`config.mk`:
```
export PLATFORM = sky130hd
export DESIGN_NAME = mem_access_stage
export DESIGN_NICKNAME = d
export VERILOG_FILES = /design/src/rtl/mem_access_stage_pkg.sv /design/src/rtl/mem_access_stage_load_align.sv /design/src/rtl/mem_access_stage.sv
export SDC_FILE = /design/constraint.sdc
export NUM_CORES = 1
export LEC_CHECK = 0
export ABC_AREA = 1
export CORE_UTILIZATION = 47
export DETAILED_ROUTE_END_ITERATION = 8
export GPL_ROUTABILITY_DRIVEN = 0
export PLACE_DENSITY = 0.8
export RECOVER_POWER = 50
export SETUP_SLACK_MARGIN = 0.15
export SLEW_MARGIN = 20
export SYNTH_ARGS = -nofsm -noshare
export SYNTH_HDL_FRONTEND = slang
export SYNTH_HIERARCHICAL = 1
export SYNTH_SLANG_ARGS = --single-unit
```
`constraint.sdc`:
```
create_clock -name clk -period 1.95 [get_ports clk]
set_input_delay 0.39 -clock clk [delete_from_list [all_inputs] [get_ports clk]]
set_output_delay 0.39 -clock clk [all_outputs]
set_load 0.03 [all_outputs]
```
`src/rtl/mem_access_stage_pkg.sv`:
```
// rtl/mem_access_stage_pkg.sv - shared access-size codes, FSM states and fault check for the memory stage
package mem_access_stage_pkg;

   localparam logic [2:0] FNC_LB  = 3'b000;
   localparam logic [2:0] FNC_LH  = 3'b001;
   localparam logic [2:0] FNC_LW  = 3'b010;
   localparam logic [2:0] FNC_LBU = 3'b100;
   localparam logic [2:0] FNC_LHU = 3'b101;
   localparam logic [2:0] FNC_SB  = 3'b000;
   localparam logic [2:0] FNC_SH  = 3'b001;
   localparam logic [2:0] FNC_SW  = 3'b010;

   typedef enum logic [1:0] {
      ST_IDLE = 2'd0,
      ST_REQ  = 2'd1,
      ST_WAIT = 2'd2
   } state_e;

   // Illegal size code or an address not aligned to the access size.
   function automatic logic is_fault(input logic [2:0] funct3, input logic [1:0] addr);
      logic f;
      f = 1'b1;
      case (funct3)
         FNC_LB, FNC_LBU: f = 1'b0;
         FNC_LH, FNC_LHU: f = addr[0];
         FNC_LW:          f = (addr != 2'b00);
         default:         f = 1'b1;
      endcase
      return f;
   endfunction

endpackage

```
`src/rtl/mem_access_stage_load_align.sv`:
```
// rtl/mem_access_stage_load_align.sv - byte-lane extraction and sign/zero extension of a read word
module load_align
   import mem_access_stage_pkg::*;
(
   input  logic [31:0] rdata,
   input  logic [1:0]  addr,
   input  logic [2:0]  funct3,
   output logic [31:0] data
);

   logic [31:0] shifted;

   always_comb begin
      shifted = rdata >> {addr, 3'b000};
      case (funct3)
         FNC_LB:  data = {{24{shifted[7]}}, shifted[7:0]};
         FNC_LH:  data = {{16{shifted[15]}}, shifted[15:0]};
         FNC_LBU: data = {24'h0, shifted[7:0]};
         FNC_LHU: data = {16'h0, shifted[15:0]};
         default: data = shifted;
      endcase
   end

endmodule

```
`src/rtl/mem_access_stage.sv`:
```
// rtl/mem_access_stage.sv - pipeline memory stage: ALU pass-through, load/store handshake with data memory
module mem_access_stage
   import mem_access_stage_pkg::*;
(
   input  logic        clk,
   input  logic        rst_n,
   input  logic        ex_valid,
   input  logic        ex_is_load,
   input  logic        ex_is_store,
   input  logic [2:0]  ex_funct3,
   input  logic [31:0] ex_alu_out,
   input  logic [31:0] ex_store_data,
   input  logic [4:0]  ex_rd,
   output logic        stall,
   output logic        wb_valid,
   output logic [4:0]  wb_rd,
   output logic [31:0] wb_data,
   output logic        mem_fault,
   output logic        dmem_req,
   output logic [31:0] dmem_addr,
   output logic [3:0]  dmem_we,
   output logic [31:0] dmem_wdata,
   input  logic        dmem_gnt,
   input  logic        dmem_rvalid,
   input  logic [31:0] dmem_rdata
);

   state_e      state_q, state_d;
   logic        wb_valid_q, wb_valid_d;
   logic [4:0]  wb_rd_q, wb_rd_d;
   logic [31:0] wb_data_q, wb_data_d;
   logic        mem_fault_q, mem_fault_d;
   logic [31:0] addr_q, addr_d;
   logic [2:0]  f3_q, f3_d;
   logic [4:0]  rd_q, rd_d;
   logic        is_store_q, is_store_d;
   logic [3:0]  we_q, we_d;
   logic [31:0] wdata_q, wdata_d;
   logic [31:0] load_data;

   load_align u_load_align (
      .rdata  (dmem_rdata),
      .addr   (addr_q[1:0]),
      .funct3 (f3_q),
      .data   (load_data)
   );

   always_comb begin
      state_d     = state_q;
      wb_valid_d  = 1'b0;
      wb_rd_d     = wb_rd_q;
      wb_data_d   = wb_data_q;
      mem_fault_d = 1'b0;
      addr_d      = addr_q;
      f3_d        = f3_q;
      rd_d        = rd_q;
      is_store_d  = is_store_q;
      we_d        = we_q;
      wdata_d     = wdata_q;
      case (state_q)
         ST_IDLE: begin
            if (ex_valid) begin
               if (!ex_is_load && !ex_is_store) begin
                  wb_valid_d = 1'b1;
                  wb_rd_d    = ex_rd;
                  wb_data_d  = ex_alu_out;
               end else if (is_fault(ex_funct3, ex_alu_out[1:0])) begin
                  mem_fault_d = 1'b1;
               end else begin
                  addr_d     = ex_alu_out;
                  f3_d       = ex_funct3;
                  rd_d       = ex_rd;
                  is_store_d = ex_is_store;
                  we_d       = 4'b0000;
                  wdata_d    = ex_store_data;
                  // Store lanes are fixed here so the request outputs hold steady through REQ.
                  if (ex_is_store) begin
                     case (ex_funct3)
                        FNC_SB, FNC_LBU: begin
                           we_d    = 4'b0001 << ex_alu_out[1:0];
                           wdata_d = {4{ex_store_data[7:0]}};
                        end
                        FNC_SH, FNC_LHU: begin
                           we_d    = ex_alu_out[1] ? 4'b1100 : 4'b0011;
                           wdata_d = {2{ex_store_data[15:0]}};
                        end
                        FNC_SW:  we_d = 4'b1111;
                        default: we_d = 4'b0000;
                     endcase
                  end
                  state_d = ST_REQ;
               end
            end
         end
         ST_REQ: begin
            if (dmem_gnt) begin
               we_d    = 4'b0000;
               state_d = is_store_q ? ST_IDLE : ST_WAIT;
            end
         end
         ST_WAIT: begin
            if (dmem_rvalid) begin
               wb_valid_d = 1'b1;
               wb_rd_d    = rd_q;
               wb_data_d  = load_data;
               state_d    = ST_IDLE;
            end
         end
         default: state_d = ST_IDLE;
      endcase
   end

   always_ff @(posedge clk or negedge rst_n) begin
      if (!rst_n) begin
         state_q     <= ST_IDLE;
         wb_valid_q  <= 1'b0;
         wb_rd_q     <= 5'd0;
         wb_data_q   <= 32'd0;
         mem_fault_q <= 1'b0;
         addr_q      <= 32'd0;
         f3_q        <= 3'd0;
         rd_q        <= 5'd0;
         is_store_q  <= 1'b0;
         we_q        <= 4'd0;
         wdata_q     <= 32'd0;
      end else begin
         state_q     <= state_d;
         wb_valid_q  <= wb_valid_d;
         wb_rd_q     <= wb_rd_d;
         wb_data_q   <= wb_data_d;
         mem_fault_q <= mem_fault_d;
         addr_q      <= addr_d;
         f3_q        <= f3_d;
         rd_q        <= rd_d;
         is_store_q  <= is_store_d;
         we_q        <= we_d;
         wdata_q     <= wdata_d;
      end
   end

   assign stall      = (state_q != ST_IDLE);
   assign dmem_req   = (state_q == ST_REQ);
   assign dmem_addr  = {addr_q[31:2], 2'b00};
   assign dmem_we    = we_q;
   assign dmem_wdata = wdata_q;
   assign wb_valid   = wb_valid_q;
   assign wb_rd      = wb_rd_q;
   assign wb_data    = wb_data_q;
   assign mem_fault  = mem_fault_q;

endmodule

```
==> qor.yml <==
synthesis:
  syn_area_um2: 6580
  synth_cells: 860
  syn_area_per_cell_um2: 7.65
  synthSimpleGateAreaFrac_pct: 33.9
  synthFlopType: "dfrtp_1"
  synth_edf_count: 0
  async_flop_share_pct: 100
  synth_compound_area_share_pct: 10.3
  yosys_warnings: 6
  ys_ff_latch: 118
  synth_top_family_by_area: "simple AND/OR/NAND/NOR gates"
  yosysUniqueCellTypes: 32
  yosys.area_share.xor_xnor_pct: 0
  synth.yosys.seq_area_share_pct: 44.9
  synthMuxAreaShare_pct: 0
  synth.area.top_cells: "dfrtp_1, nand2_1, nand3_1"
  synth_top_area_cell: "dfrtp_1"
  synth-adder-area-share_pct: 0
  post-synth-top-count-cell: "nand2_1"
  synth_top_area_share_pct: 44.9
  ys_top_cells_by_count: "nand2_1, dfrtp_1, nand3_1"
final_layout:
  nFillCells: 1181
  drive_above_1_share_pct: 10.3
  layout.nets: 1152
  synthToLayoutAreaGrowth_pct: 40.1
  fin_util_pct: 68.5
  fin_cells: 1228
  multi_input_area_um2: 2930
  antenna_cells: 0
  seq_area_um2: 2960
  fin_area_um2: 9210
timing:
  maxSlewViolCount: 0
  skew_ns: 0.00925
  period_needed_ns: 1.70
  setup_ws_ns: 0.250
  fmax_mhz: 588
  slew_headroom_pct: 47.3
  setup_viol: 0
  tightest_slew_ns: 0.791
  rsz0062_at_grt: "no"
  setup_tns_ns: 0
  fin_hold_ws_ns: 0.409
  hold_viol_final: 0
  fin_crit_sh_pct: 87.2
routing:
  drc: 0
  wl_per_cell_um: 16.3
  vias_per_cell: 5.34
  firstDrtPassIters: 5
  postRouteAntennaNets: 0
  vias: 6555
  drt_iter0_markers: 475
  wl_um: 20000
floorplan:
  dieArea_um2: 14500
  initial_core_util_pct: 48.9
  die_x_um: 120
  ios: 220
  fp-row-count: 42
  die_h_um: 120
  core_region_area_um2: 13500
power_and_ir_drop:
  clkPwrFrac_pct: 22.9
  vdd_ir_drop_max_mv: 0.649
  combPwrFrac_pct: 47.7
  p_leak_nw: 4.65
  p_int_mw: 7.71
  p_seq_share_pct: 29.4
  power_mw: 13.8
  switchingPower_mw: 6.08
  swShare_pct: 44.1
  powerDensity_nw_per_um2: 1500
critical_path:
  cp-end-kind: "primary output"
  crit_type: "flop to primary output"
  worstPathRequired_ns: 1.56
  critPathMaxFanout: 4
  cp-start-kind: "flop"
  cp.arrival_ns: 1.31
hold_path:
  holdCritPathClass: "primary input to asynchronous set/reset pin"
clock_tree:
  cts_root_buf: "clkbuf_16"
  numCtsBuffers: 17
  htree_levels: 4
  cts_sinks: 118
  clock_latency_ns: 0.42
  max-clock-path-buffers: 2
  cts_tree: "built"
  clkTransAtPathRegs_ns: 0.06
placement:
  io_buffers: 217
  hpwl_um: 14700
  placedCellCount: 1197
  placedInstanceArea_um2: 8770
  dp_slack_ns: -0.00495
global_routing:
  grt_pass1_vias: 6189
  antenna_found_initial: 0
  grt.total_usage_pct: 28.6
  grt_pass1_wl_um: 31900
  grt_max_degree: 56
  grt_overflow: 0
outcome:
  status: "finished, final reports clean"
job:
  maxCapViolations: 0
[placed cells by master, fill, tap and decap left out, drive strengths merged, types with 5 or more instances in the layout]
cell	Yosys	routed
a21oi	7	7
nand3	136	136
a31oi	37	37
nor2	72	72
nand2	289	289
buf	80	34
a22oi	7	7
o211ai	14	14
clkdlybuf4s50	0	109
dfrtp	118	118
clkbuf	12	25
nand4	5	5
inv	32	32
dlygate4sd2	0	105
o21a	8	8
o21ai	39	39
[logic make-up after synthesis]
| family | count (synthesis) |
|---|---|
| compound gates | 112 |
| buf+inv | 124 |
| simple gates | 505 |
| other cells | 1 |
| flops | 118 |
[worst paths after layout]
kind / from / end / slack [ns] / cells past startpoint
max in group asynchronous: rst_n / dmem_wdata[10] / 0.51 / 3
min in group clk: addr_q[15] / addr_q[15] / 0.46 / 2
setup reg to reg: addr_q[0] / wb_data[16] / 0.29 / 7
hold / removal: rst_n / wb_data[6] / 0.41 / 2
setup / recovery: state_q[1] / stall / 0.25 / 3
hold reg to reg: addr_q[15] / addr_q[15] / 0.46 / 2
[layer usage]
layer  share of wire, %  GRT usage, %
met4                1.7          9.57
met1                 43          37.8
met2                 47          46.5
met3                8.0          6.37
met5                  0             0
[area by class of cell]
class                           count  share of cell area, %
Tap cell                          176                   2.39
Multi-Input combinational cell    619                   31.8
Sequential cell                   118                   32.1
Clock inverter                      9                   1.39
Clock buffer                       21                   5.00
Inverter                           32                   1.41
Timing Repair Buffer              253                   25.9
[registers in the layout, indices dropped and copies added (netlist names)]
register	flops
rd_q	5
wb_rd	5
state_q	2
dmem_we	4
f3_q	3
mem_fault	1
addr_q	32
is_store_q	1
dmem_wdata	32
wb_valid	1
wb_data	32
[power by group through the flow]
stage / clock, mW / sequential (mW) / combinational, mW
final: 3.16 / 4.06 / 6.57
after global routing: 3.32 / 4.17 / 7.08
after CTS: 3.21 / 4.06 / 6.59
after detailed placement: 0 / 4.11 / 7.20
after global placement: 0 / 4.10 / 7.09
after floorplan: 0 / 5.28 / 3.45
[repair_timing]
action                                 4_1_cts  5_1_grt
buffers inserted                             0        0
setup endpoints to repair                  106       24
hold buffers                                 1        0
resized for setup                          106        5
endpoints found under the hold margin       17        0
[worst max-delay path, cell delays in order (launching register included)]
cell and delay (ns):
dfrtp_1 0.41, nor2_2 0.23, inv_1 0.08, buf_4 0.18
No activity file was read; power rests on OpenSTA's default activity.
